$ cat config.mk
export PLATFORM = sky130hd
export DESIGN_NAME = bp_gshare_table
export DESIGN_NICKNAME = d
export VERILOG_FILES = /design/src/rtl/bp_gshare_table.sv
export SDC_FILE = /design/constraint.sdc
export NUM_CORES = 1
export LEC_CHECK = 0
export ABC_AREA = 0
export CAP_MARGIN = 20
export CELL_PAD_IN_SITES_DETAIL_PLACEMENT = 1
export CELL_PAD_IN_SITES_GLOBAL_PLACEMENT = 1
export CORE_MARGIN = 2
export CORE_UTILIZATION = 30
export CTS_CLUSTER_DIAMETER = 150
export DETAILED_ROUTE_END_ITERATION = 16
export GPL_TIMING_DRIVEN = 0
export PLACE_DENSITY = 0.57
export SETUP_SLACK_MARGIN = 0.3
export SLEW_MARGIN = 20
export SYNTH_ARGS = -nofsm -noshare
export SYNTH_HDL_FRONTEND = slang
export SYNTH_SLANG_ARGS = --single-unit
$ cat constraint.sdc
create_clock -name clk -period 2.7 [get_ports clk]
set_input_delay 0.675 -clock clk [delete_from_list [all_inputs] [get_ports clk]]
set_output_delay 0.675 -clock clk [all_outputs]
set_load 0.005 [all_outputs]
$ cat src/rtl/bp_gshare_table.sv
// ---------------------------------------------------------------------------
// bp_gshare_table
//
// Branch direction predictor built from a table of 2^IDX_W saturating
// counters, each CNT_W bits wide. The table index is the word-aligned branch
// PC XOR-ed with a non-speculative global history register (GHR). With
// HIST_W = 0 there is no history and the table is a plain bimodal predictor.
//
// Fetch issues lookups. The registered prediction appears one cycle later.
// Execute returns resolved outcomes as updates, which train the counter
// named by upd_idx and shift the outcome into the GHR.
//
// Parameters
//   CNT_W   counter width in bits (1..4)
//   IDX_W   table index width, depth = 2^IDX_W (1..10)
//   HIST_W  GHR length, 0 = bimodal (<= IDX_W)
//   PC_W    PC width (>= IDX_W+2)
//
// Ports
//   clk         rising-edge clock
//   reset       asynchronous reset, active low
//   lk_valid    lookup request
//   lk_pc       PC of the branch being looked up
//   pred_valid  registered lookup result valid
//   pred_taken  predicted direction
//   pred_idx    table index used; returned unchanged on update
//   upd_valid   resolved-branch update
//   upd_idx     index taken from the matching pred_idx
//   upd_taken   actual outcome
//   upd_pred    prediction originally made for this branch
//   misp_count  saturating count of mispredicted updates
// ---------------------------------------------------------------------------
module bp_gshare_table #(
  parameter int CNT_W  = 2,
  parameter int IDX_W  = 6,
  parameter int HIST_W = 4,
  parameter int PC_W   = 32
) (
  input  logic             clk,
  input  logic             reset,
  input  logic             lk_valid,
  input  logic [PC_W-1:0]  lk_pc,
  output logic             pred_valid,
  output logic             pred_taken,
  output logic [IDX_W-1:0] pred_idx,
  input  logic             upd_valid,
  input  logic [IDX_W-1:0] upd_idx,
  input  logic             upd_taken,
  input  logic             upd_pred,
  output logic [15:0]      misp_count
);

  localparam int DEPTH = 1 << IDX_W;
  localparam logic [CNT_W-1:0] CNT_MAX  = {CNT_W{1'b1}};
  localparam logic [CNT_W-1:0] CNT_ZERO = '0;
  // Weakly not-taken: all ones below the MSB (0 for a 1-bit counter).
  localparam logic [CNT_W-1:0] CNT_INIT = CNT_W'((1 << (CNT_W - 1)) - 1);
  localparam logic [15:0]      MISP_MAX = 16'hFFFF;

  // -------------------------------------------------------------------------
  // Elaboration-time parameter checks
  // -------------------------------------------------------------------------
  generate
    if (CNT_W < 1 || CNT_W > 4) begin : g_bad_cnt_w
      $error("bp_gshare_table: CNT_W must be in 1..4");
    end
    if (IDX_W < 1 || IDX_W > 10) begin : g_bad_idx_w
      $error("bp_gshare_table: IDX_W must be in 1..10");
    end
    if (HIST_W < 0 || HIST_W > IDX_W) begin : g_bad_hist_w
      $error("bp_gshare_table: HIST_W must be in 0..IDX_W");
    end
    if (PC_W < IDX_W + 2) begin : g_bad_pc_w
      $error("bp_gshare_table: PC_W must be >= IDX_W+2");
    end
  endgenerate

  // -------------------------------------------------------------------------
  // Global history register
  // -------------------------------------------------------------------------
  // History folded into the low bits of the index. Upper index bits
  // (IDX_W-HIST_W of them) see zeros.
  logic [IDX_W-1:0] hist_mix;

  generate
    if (HIST_W > 0) begin : g_ghr
      logic [HIST_W-1:0] ghr_q;
      logic [HIST_W-1:0] ghr_d;

      // Truncating {ghr, taken} to HIST_W bits drops the oldest outcome and
      // puts the newest in the LSB. This also works for HIST_W == 1.
      always_comb begin
        ghr_d = ghr_q;
        if (upd_valid) begin
          ghr_d = HIST_W'({ghr_q, upd_taken});
        end
      end

      always_ff @(posedge clk or negedge reset) begin
        if (!reset) begin
          ghr_q <= '0;
        end else begin
          ghr_q <= ghr_d;
        end
      end

      // Lookups in the same cycle as an update use the pre-shift history.
      assign hist_mix = IDX_W'(ghr_q);
    end else begin : g_bimodal
      assign hist_mix = '0;
    end
  endgenerate

  // -------------------------------------------------------------------------
  // Lookup index
  // -------------------------------------------------------------------------
  logic [IDX_W-1:0] lk_idx;
  assign lk_idx = lk_pc[IDX_W+1:2] ^ hist_mix;

  // PC bits that never reach the index (byte offset and high bits).
  logic unused_pc_bits;
  generate
    if (PC_W > IDX_W + 2) begin : g_pc_hi
      assign unused_pc_bits = ^{lk_pc[PC_W-1:IDX_W+2], lk_pc[1:0]};
    end else begin : g_pc_exact
      assign unused_pc_bits = ^lk_pc[1:0];
    end
  endgenerate

  // -------------------------------------------------------------------------
  // Counter table
  // -------------------------------------------------------------------------
  // Kept in flops rather than block RAM: every counter must return to its
  // initial value immediately on reset, which a RAM cannot do.
  logic [CNT_W-1:0] cnt_q [DEPTH];
  logic [CNT_W-1:0] upd_cnt_old;
  logic [CNT_W-1:0] upd_cnt_new;

  assign upd_cnt_old = cnt_q[upd_idx];

  // Saturating step: never wraps in either direction.
  always_comb begin
    upd_cnt_new = upd_cnt_old;
    if (upd_taken) begin
      if (upd_cnt_old != CNT_MAX) begin
        upd_cnt_new = upd_cnt_old + 1'b1;
      end
    end else begin
      if (upd_cnt_old != CNT_ZERO) begin
        upd_cnt_new = upd_cnt_old - 1'b1;
      end
    end
  end

  generate
    for (genvar gi = 0; gi < DEPTH; gi++) begin : g_cnt
      always_ff @(posedge clk or negedge reset) begin
        if (!reset) begin
          cnt_q[gi] <= CNT_INIT;
        end else if (upd_valid && (upd_idx == IDX_W'(gi))) begin
          cnt_q[gi] <= upd_cnt_new;
        end
      end
    end
  endgenerate

  // -------------------------------------------------------------------------
  // Prediction register
  // -------------------------------------------------------------------------
  // Write-through bypass: a lookup that hits the entry being updated in the
  // same cycle predicts from the post-update counter value.
  logic [CNT_W-1:0] lk_cnt;
  logic             lk_hit_upd;

  assign lk_hit_upd = upd_valid && (upd_idx == lk_idx);
  assign lk_cnt     = lk_hit_upd ? upd_cnt_new : cnt_q[lk_idx];

  logic             pred_valid_q;
  logic             pred_valid_d;
  logic             pred_taken_q;
  logic             pred_taken_d;
  logic [IDX_W-1:0] pred_idx_q;
  logic [IDX_W-1:0] pred_idx_d;

  // Without a lookup the direction and index hold their last values; only
  // the valid flag drops.
  always_comb begin
    pred_valid_d = lk_valid;
    pred_taken_d = pred_taken_q;
    pred_idx_d   = pred_idx_q;
    if (lk_valid) begin
      pred_taken_d = lk_cnt[CNT_W-1];
      pred_idx_d   = lk_idx;
    end
  end

  always_ff @(posedge clk or negedge reset) begin
    if (!reset) begin
      pred_valid_q <= 1'b0;
      pred_taken_q <= 1'b0;
      pred_idx_q   <= '0;
    end else begin
      pred_valid_q <= pred_valid_d;
      pred_taken_q <= pred_taken_d;
      pred_idx_q   <= pred_idx_d;
    end
  end

  assign pred_valid = pred_valid_q;
  assign pred_taken = pred_taken_q;
  assign pred_idx   = pred_idx_q;

  // -------------------------------------------------------------------------
  // Mispredict statistic
  // -------------------------------------------------------------------------
  logic [15:0] misp_q;
  logic [15:0] misp_d;

  always_comb begin
    misp_d = misp_q;
    if (upd_valid && (upd_pred != upd_taken) && (misp_q != MISP_MAX)) begin
      misp_d = misp_q + 16'd1;
    end
  end

  always_ff @(posedge clk or negedge reset) begin
    if (!reset) begin
      misp_q <= '0;
    end else begin
      misp_q <= misp_d;
    end
  end

  assign misp_count = misp_q;

endmodule
# Word level (Yosys, flattened, before mapping)
# Cells that the tools add are included.
word_totals:
  register_bits: 156
  inputBits: 44
  out_inout_bits: 24
classes:
  n_addsub: 3
  magnitude_cmp: 2
  n_eq_ne: 67
  mux: 10
  bitwise: 3
  reduce_logical: 69
ops:
  columns: ["operator", "n"]
  rows:
  - ["$eq 6x6->1 const B", 32]
  - ["$eq 6x5->1 const B", 16]
  - ["$logic_and 1x1->1", 67]
  - ["$eq 6x4->1 const B", 8]
  - ["$bmux 2 s6", 2]
  - ["$eq 6x3->1 const B", 4]
  - ["$add 16x1->16 const B", 1]
  - ["$mux 2", 8]
  - ["$ne 16x16->1 const B", 1]
  - ["$ge 7x7->1 const B", 2]
  - ["$not 6->7", 2]
  - ["$eq 6x2->1 const B", 2]
  - ["$eq 6x1->1 const B", 1]
  - ["$eq 6x6->1", 1]
  - ["$logic_not 6->1", 1]
  - ["$xor 6x4->6", 1]
  - ["$add 2x1->2 const B", 1]
  - ["$ne 2x2->1 const B", 1]
  - ["$reduce_bool 2->1", 1]
  - ["$sub 2x1->2 const B", 1]
  - ["$ne 1x1->1", 1]

# Depth between registers and ports, before layout
# Gate-level depths: netlist (run 1).
depth:
  ltp_word: 8
  mapped_depth: 12
  depth_no_buf: 7

# Least setup slack after synthesis (run 1)
# Ideal clock, no wire load.
synth_path:
  path_kind: "input -> register"
  start: "in upd_idx[1]"
  end: "reg cnt_q[101] (netlist name)"
  arrival_ns: 3.235
  required_time_ns: 2.575
  slack_ns: -0.659
  cell_stages: 12
  cell_sequence: "buf_2 -> buf_1 -> buf_2 -> mux4_2 -> a22oi_1 -> a21oi_1 -> nor4_1 -> inv_1 -> maj3_2 -> buf_6 -> buf_6 -> mux2_2"
synth_via:
  elab_chain_len: 7
  word_cells_on_any_way: 13
  classes_between: "add/sub: 2; eq/ne: 2; mux: 6; bitwise: 1; reduce/logical: 2"
synth_rtl:
  columns: ["item", "line_no", "source"]
  rows:
  - ["from (decl)", "47", "input logic [IDX_W-1:0] upd_idx,"]
  - ["$not 6->7 (implied by the code)", "139", "assign upd_cnt_old = cnt_q[upd_idx];"]
  - ["$bmux 2 s6", "139", null]
  - ["$mux 2 (implied by the code) (2 in series)", "139", null]
  - ["$sub 2x1->2, or another cell as far along", "150", "upd_cnt_new = upd_cnt_old - 1'b1;"]
  - ["$mux 2, on equally long branches", "149, 145", null]
  - ["$mux 2", "144", "if (upd_taken) begin"]
  - ["to (signal, indexed assignment)", "161", "cnt_q[gi] <= upd_cnt_new;"]
  - ["to (decl)", "135", "logic [CNT_W-1:0] cnt_q [DEPTH];"]
# Several ways; a longest one is shown, not always the timed one. The select of a mux whose other input is x is not followed.
# A chain may end at the register's enable or synchronous reset.

# Worst setup path in the final report (run 1)
layout_path:
  start: "in upd_idx[0]"
  end: "reg cnt_q[85] (netlist name)"
# The elaborated chain is that of the path after synthesis.

==> results of run 1 <==
==> report_power, final <==
group	internal, mW	total [mW]	switching, mW
Sequential	2.68	2.86	0.179
Clock	1.59	2.60	1.02
Combinational	0.695	1.35	0.653
Total	4.96	6.81	1.85
==> area by class of cell <==
type / instances / area [µm²]
clock inverters: 9 / 132.6
plain buffers: 39 / 425.4
multi-input cells: 395 / 4100
well taps: 335 / 419.2
fillers: 2664 / 16050
inverters: 3 / 11.26
flip-flops and latches: 156 / 3984
clock buffers: 23 / 499.2
repair buffers: 53 / 589.3
==> stage by stage <==
stage | TNS (ns) | setup WS (ns) | hold WS, ns | util, % | power [mW]
5_1_grt | -37.34 | -0.3206 | 0.2469 | 38.77 | 7.069
2_1_floorplan | -51.57 | -0.4518 | 0.3794 | - | 3.539
3_5_place_dp | -176.22 | -1.678 | 0.4908 | 34.48 | 4.089
6_report | -31.44 | -0.2739 | 0.1965 | 38.77 | 6.809
3_3_place_gp | -864.34 | -5.260 | 0.4812 | 34.30 | 4.026
4_1_cts | -31.75 | -0.2841 | 0.2369 | 38.08 | 6.787
==> kinds of logic after synthesis <==
family                     synth area share, %
adders and majority gates               0.4354
muxes                                    32.61
buffers and inverters                    2.893
xor gates and xnor gates                 3.048
and+or+nand+nor                          7.932
AOI/OAI and AO/OA                        3.561
DFF                                      49.52
==> state kept, by name, summed over array words and instances (netlist names) <==
signal / cells
pred_taken: 1
pred_idx: 6
pred_valid: 1
cnt_q: 128
g_ghr.ghr_q: 4
misp_count: 16
==> metal layers <==
metal / GRT usage, % / vias to the layer above
met2: 31.08 / 125
met4: 6.654 / 0
met3: 3.120 / 46
met1: 25.88 / 2907
met5: 0 / -
li1: - / 2331
==> cells in the mapped netlist <==
library cell and n:
nand4_1 1, nor4_1 2, nand2b_1 7, a41oi_1 1
and4_1 2, dfrtp_1 92, nor3_1 5, inv_1 3
and3_1 8, dfstp_2 64, a21oi_1 10, ha_1 1
and2_1 3, mux4_2 48, nor2b_1 2, a31o_2 1
xnor2_1 19, nand3_1 9, buf_4 1, nor2_1 33
or4_1 1, buf_1 1, nand2_1 57, clkbuf_1 25
nand3b_1 3, or2_2 1, maj3_2 2, a22oi_1 24
and3b_1 1, buf_6 9, xor2_1 9, a211oi_1 4
mux2_2 137, nor3b_1 2, buf_2 3, o32ai_1 1
or3b_2 1
==> final timing paths <==
path                           startpoint              to  depth (start not counted)
max                            upd_idx[0]       cnt_q[85]                         11
min                                 reset  misp_count[10]                          1
max reg2reg                      cnt_q[3]       cnt_q[85]                          8
min reg2reg                misp_count[10]  misp_count[10]                          1
max in group asynchronous           reset      cnt_q[120]                          2
min in group clk           misp_count[10]  misp_count[10]                          1
==> what timing repair did <==
action                     4_1_cts  5_1_grt
gates resized for setup         52       37
gates cloned                     0        2
pin swaps                        7        8
setup buffers                   12        1
setup endpoints to repair      135      133
==> reports/metrics.cfg, run 1 <==
[route]
viasPerCell=5.340
dr_wl_met2_um=12610
drcViolationCount=0
wl_per_cell_um=25.57
highest_layer=met4
dr.first_iter.drc_count=291
dr_wl_met3_um=896
wl_met1_um=11710
vias=5409
drt-total-wl_um=25910
final_antenna_net_count=0
drt_pass1_iterations=6

[timing]
setup_viol_count_final=129
fmax_mhz=336.3
fin_ws_ns=-0.2739
post-route-period-util_pct=110.1
drv_slew=0
period_minus_slack_ns=2.974
max_slew.worst_pin.slew_ns=1.144
rsz0062_at_grt=true
fin_skew_ns=0.01654
relSlewSlack_pct=23.14
hold_violations=0

[setup_path]
worstPathRequired_ns=3.03
critPathKind=in -> reg
regToRegSetupSlack_ns=-0.15
crit_chain=buf_16, buf_16, buf_4, mux4_2, a22oi_2, a211oi_2, or4_4, maj3_2, buf_8, buf_12, mux2_2
startpoint_type=primary input
cp.arrival_ns=3.30
crit_fanout=10
cpMaxStageDelayCell=mux4_2
cp_top_family=multiplexers
end_kind=register
crit_top_cell=buf_16
crit_buf_inv=5
critPathMaxStageDelay_ns=0.52

[die]
coreArea_mm2=0.02621
initial_utilization_pct=30.70
die_x_um=167.8
ios=68
die_h_um=167.8
dieArea_mm2=0.02814
rows=59

[logic_synthesis]
syn_area_mm2=0.008045
netlist_instances=593
avgSynthCellArea_um2=13.57
synth_top_area_share_pct=28.62
synth_nets=638
yosysTopAreaCell=dfrtp_1
ys_ff_latch=156
ys.warnings.count=0
yosys-top-cells-area=dfrtp_1, dfstp_2, mux2_2
ys_seq_area_share_pct=49.52
synth_cell_types=37

[power_and_ir_drop]
vdd_ir_drop_max_mv=0.4530
p_per_area_mw_per_mm2=670.1
p_leak_nw=4.172

[clocking]
cts-buffers-inserted=17
cts.sinks=156
root_buffer=clkbuf_16
clk-insertion-delay-late_ns=0.44
cts.clk_slew.worst_paths_ns=0.07
clock_path_buffers=2
cts_tree=done
cts_max_level=4
cts_hold_buffers=0

[global_routing]
grt_pass1_vias=6001
grtUsageTotal_pct=19.09
antenna_found_initial=1
grt_pass1_wl_um=39070
globalRouteOverflowTotal=0
grt_start_max_net_pins=83

[layout]
num_antenna_cells=0
design_area_mm2=0.01016
area_growth_pct=26.30
final_cell_mix=mux2_2, dfrtp_1, dfstp_2, nand2_1, mux4_2
final_common_cell=mux2_2
drive_gt1_share_pct=52.21
stdcell_count=1013
nNetsFinal=710

[run]
max_cap_viol_count=0

[placement]
placed_area_mm2=0.009036
dp.cells=966
dp_hpwl_um=18090
gp_congestion=0.8463
io_buffers=37

[run_status]
status=complete, but fails checks
violations=negative setup slack

[min_path]
hp-class=in -> async

(Power assumes the default switching activity.)
==> inputs of run 2 (changes only) <==
--- a/config.mk
+++ b/config.mk
@@ -14,7 +14,7 @@
 export CTS_CLUSTER_DIAMETER = 150
 export DETAILED_ROUTE_END_ITERATION = 16
 export GPL_TIMING_DRIVEN = 0
-export PLACE_DENSITY = 0.57
+export PLACE_DENSITY = 0.55
 export SETUP_SLACK_MARGIN = 0.3
 export SLEW_MARGIN = 20
 export SYNTH_ARGS = -nofsm -noshare
==> constraint.sdc (replaced) <==
create_clock -name clk -period 3.3 [get_ports clk]
set_input_delay 0.825 -clock clk [delete_from_list [all_inputs] [get_ports clk]]
set_output_delay 0.825 -clock clk [all_outputs]
set_load 0.02 [all_outputs]
==> reports/metrics.cfg, run 2 (same netlist as run 1, synthesis figures left out) <==
[run_status]
status=finished, final reports clean

[route]
final_antenna_net_count=0
drt-total-wl_um=25300
vias=5365
viasPerCell=5.286
drt_pass1_iterations=5
dr.first_iter.drc_count=306
wl_per_cell_um=24.92
drcViolationCount=0

[clocking]
clock_path_buffers=2
cts_max_level=4
cts_tree=done
root_buffer=clkbuf_16
clk-insertion-delay-late_ns=0.44
cts_hold_buffers=0
cts-buffers-inserted=17
cts.clk_slew.worst_paths_ns=0.07
cts.sinks=156

[global_routing]
grt_start_max_net_pins=80
grt_pass1_wl_um=38910
antenna_found_initial=0
grt_pass1_vias=6019
globalRouteOverflowTotal=0
grtUsageTotal_pct=18.95

[timing]
setup_viol_count_final=0
rsz0062_at_grt=true
max_slew.worst_pin.slew_ns=0.9987
hold_violations=0
relSlewSlack_pct=32.91
fin_skew_ns=0.008765
period_minus_slack_ns=3.147
post-route-period-util_pct=95.37
fmax_mhz=317.7
drv_slew=0
tns_ns=0

[setup_path]
r2r_start=cnt_q[33]
cp_top_family=multiplexers
critPathMaxStageDelay_ns=0.52
regToRegSetupSlack_ns=0.42
reg2reg_to=cnt_q[67]
cp.arrival_ns=3.46
crit_chain=buf_16, buf_16, buf_4, mux4_2, a22oi_2, a21oi_2, or4_4, maj3_2, buf_12, buf_6, mux2_2
crit_fanout=10
worstPathRequired_ns=3.62
reg2reg_depth=8
crit_buf_inv=5
startpoint_type=primary input
critPathKind=in -> reg
crit_top_cell=buf_16
cpMaxStageDelayCell=mux4_2
end_kind=register

[placement]
io_buffers=37
placed_area_mm2=0.009036
dp_hpwl_um=17610
gp_congestion=0.8483
dp.cells=966

[die]
ios=68
die_h_um=167.8
coreArea_mm2=0.02621
die_x_um=167.8
rows=59
dieArea_mm2=0.02814
initial_utilization_pct=30.70

[layout]
largest_reg_flops=128
final_cell_mix=mux2_2, dfrtp_1, dfstp_2, nand2_1, mux4_2
final_common_cell=mux2_2
num_antenna_cells=0
top_register=cnt_q
design_area_mm2=0.01009
area_growth_pct=25.44
drive_gt1_share_pct=52.06
stdcell_count=1015
nNetsFinal=712
final_util_pct=38.51

[min_path]
hp-class=in -> async

[power_and_ir_drop]
vdd_ir_drop_max_mv=0.3330
p_leak_nw=4.118
power_mw=5.447
p_per_area_mw_per_mm2=539.8

[run]
max_cap_viol_count=0

-- run 2: changes by cell type in the layout (fill, tap and decap cells not counted), moves of 2 or more --
cell	before	now
mux2_2	106	119
clkinvlp_4	2	5
buf_8	9	6
clkbuf_8	4	8
mux2_4	31	18
buf_6	7	5
-- run 2: worst max path at each step --
stage | startpoint | end | slack, ns | cells past startpoint
after floorplan | upd_idx[0] | cnt_q[17] | -0.002 | 12
after global placement | reset | cnt_q[95] | -4.90 | 1
after detailed placement | lk_pc[2] | pred_taken | -1.29 | 9
after CTS | lk_pc[2] | pred_taken | 0.17 | 9
after global routing | upd_idx[0] | cnt_q[77] | 0.11 | 11
final | upd_idx[0] | cnt_q[67] | 0.15 | 11
-- run 2: stage by stage --
| stage | hold WS [ns] | setup slack, ns |
|---|---|---|
| floorplan | 0.4910 | -0.001753 |
| global placement | 0.4765 | -4.897 |
| detailed placement | 0.4926 | -1.289 |
| CTS | 0.3893 | 0.1677 |
| global route | 0.3908 | 0.1132 |
| finish | 0.3431 | 0.1526 |
-- run 2: where the power goes --
part | total (mW) | switching [mW] | internal (mW)
Sequential | 2.34 | 0.144 | 2.19
Combinational | 1.13 | 0.572 | 0.557
Clock | 1.98 | 0.827 | 1.15
-- run 2: layout make-up --
type / count / area, µm²
inverter: 3 / 11.26
multi-input combinational: 395 / 4044
tap: 335 / 419.2
timing repair buffer: 55 / 610.6
clock buffer: 22 / 464.2
clock inverter: 10 / 116.4
fill: 2681 / 16110
sequential: 156 / 3984
buffer: 39 / 442.9
-- run 2: routing by layer --
metal | routed length, µm | share of wire [%] | GRT usage, % | up-vias
met2 | 12560 | 50 | 31.67 | 114
met3 | 976 | 3.9 | 3.451 | 12
met1 | 11540 | 46 | 25.69 | 2912
met5 | 0 | 0 | 0 | -
li1 | - | - | - | 2327
met4 | 218 | 0.86 | 4.310 | 0
-- run 2: repair_timing --
item,in CTS,in global routing
gates resized for setup,56,13
pin swaps,7,1
setup endpoints to repair,129,131
buffers inserted,11,3
gates cloned,3,0
==> inputs of run 3 (changes only) <==
==> constraint.sdc (replaced) <==
create_clock -name clk -period 2.9 [get_ports clk]
set_input_delay 0.725 -clock clk [delete_from_list [all_inputs] [get_ports clk]]
set_output_delay 0.725 -clock clk [all_outputs]
set_load 0.02 [all_outputs]
==> reports/metrics.cfg, run 3 (same netlist as run 1, synthesis figures left out) <==
[min_path]
hp-class=in -> async

[layout]
num_antenna_cells=0
drive_gt1_share_pct=52.21
final_common_cell=mux2_2
stdcell_count=1015
top_register=cnt_q
final_cell_mix=mux2_2, dfrtp_1, dfstp_2, nand2_1, mux4_2
nNetsFinal=712
area_growth_pct=26.19
largest_reg_flops=128

[run]
max_cap_viol_count=0

[setup_path]
regToRegSetupSlack_ns=0.01
cpMaxStageDelayCell=mux4_2
reg2reg_to=cnt_q[67]
crit_fanout=10
cp-endpoint=cnt_q[67]
crit_chain=buf_16, buf_12, buf_16, mux4_2, a22oi_2, a21oi_2, or4_4, maj3_2, buf_12, buf_6, mux2_2
worstPathRequired_ns=3.21
reg2reg_depth=8
startpoint_type=primary input
r2r_start=cnt_q[33]
end_kind=register
critPathKind=in -> reg
cp.arrival_ns=3.37
critPathMaxStageDelay_ns=0.51
crit_start=upd_idx[0]

[timing]
hold_violations=0
fin_ws_ns=-0.1533
fin_skew_ns=0.008742
period_minus_slack_ns=3.053
post-route-period-util_pct=105.3
setup_viol_count_final=127
relSlewSlack_pct=35.40
fmax_mhz=327.5
drv_slew=0
rsz0062_at_grt=true
max_slew.worst_pin.slew_ns=0.9616

[die]
coreArea_mm2=0.02621
die_x_um=167.8
ios=68
dieArea_mm2=0.02814
rows=59
die_h_um=167.8
initial_utilization_pct=30.70

[clocking]
cts_hold_buffers=0
cts_max_level=4
clk-insertion-delay-late_ns=0.43
cts.clk_slew.worst_paths_ns=0.07
cts-buffers-inserted=17
cts_tree=done
cts.sinks=156
root_buffer=clkbuf_16
clock_path_buffers=2

[route]
dr.first_iter.drc_count=315
drcViolationCount=0
wl_per_cell_um=24.85
viasPerCell=5.272
drt_pass1_iterations=4
vias=5351
drt-total-wl_um=25230
final_antenna_net_count=0

[global_routing]
grtUsageTotal_pct=18.93
grt_use_met2_pct=31.62
grtUsageMet1_pct=25.69
grt_use_met3_pct=3.451
grt_pass1_wl_um=38870
grt-busiest-layer=met2
grt_pass1_vias=6011
grt_start_max_net_pins=80
antenna_found_initial=0
globalRouteOverflowTotal=0

[placement]
dp_hpwl_um=17610
gp_congestion=0.8483
dp.cells=966
io_buffers=37

[power_and_ir_drop]
vdd_ir_drop_max_mv=0.3737
power_mw=6.216
p_leak_nw=4.153
p_per_area_mw_per_mm2=612.3

[run_status]
status=complete, but fails checks
violations=negative setup slack

[run 3: cell count changes in the layout (fill, tap and decap cells not counted), sizes merged]
cell and change:
buf +4, clkbuf -4, clkdlybuf4s50 -1, dlygate4sd2 +1
[run 3: critical path: cells and delay by family]
kind	cells	cell delay, ns
mux	2	0.78
buf+inv	5	0.67
simple gates	1	0.45
fa+ha+maj	1	0.37
compound gates	2	0.36
[run 3: worst min path at each step]
stage | from | endpoint | slack [ns] | depth (start not counted)
after floorplan | reset | cnt_q[101] | 0.43 | 0
after global placement | misp_count[10] | misp_count[10] | 0.48 | 1
after detailed placement | misp_count[10] | misp_count[10] | 0.49 | 1
after CTS | reset | misp_count[7] | 0.29 | 1
after global routing | reset | misp_count[10] | 0.29 | 1
final | reset | misp_count[10] | 0.25 | 1
[run 3: power by group]
part | internal [mW] | switching (mW) | leakage [nW]
combinational | 0.653 | 0.656 | 1.97
sequential | 2.50 | 0.164 | 1.91
clock | 1.31 | 0.934 | 0.269
[run 3: layer usage]
layer | wire, µm | part of all wire [%] | vias up
met4 | 329 | 1.3 | 0
met3 | 1190 | 4.7 | 22
li1 | - | - | 2333
met1 | 11140 | 44 | 2876
met2 | 12560 | 50 | 120
met5 | 0 | 0 | -
[run 3: final cells by class]
| cell class | count | area (µm²) |
|---|---|---|
| clock inverters | 10 | 116.4 |
| well taps | 335 | 419.2 |
| plain buffers | 39 | 452.9 |
| repair buffers | 55 | 618.1 |
| inverters | 3 | 11.26 |
| clock buffers | 22 | 464.2 |
| multi-input cells | 395 | 4086 |
| flip-flops and latches | 156 | 3984 |
| fillers | 2673 | 16050 |
[run 3: repair_timing]
item | CTS | global route
pin swaps | 7 | 1
gates resized for setup | 59 | 29
endpoints found under the setup margin | 135 | 129
gates cloned | 3 | 0
setup buffers | 11 | 3
[run 3: per-stage QoR]
step	setup TNS, ns	area [µm²]	utilization, %	hold slack [ns]	setup WS, ns
2_1_floorplan	-32.22	8200	-	0.4294	-0.3018
3_3_place_gp	-829.56	8990	34.30	0.4765	-5.197
3_5_place_dp	-151.57	9036	34.48	0.4926	-1.589
4_1_cts	-13.44	10040	38.30	0.2893	-0.1321
5_1_grt	-19.88	10150	38.74	0.2908	-0.1868
6_report	-14.93	10150	38.74	0.2509	-0.1533
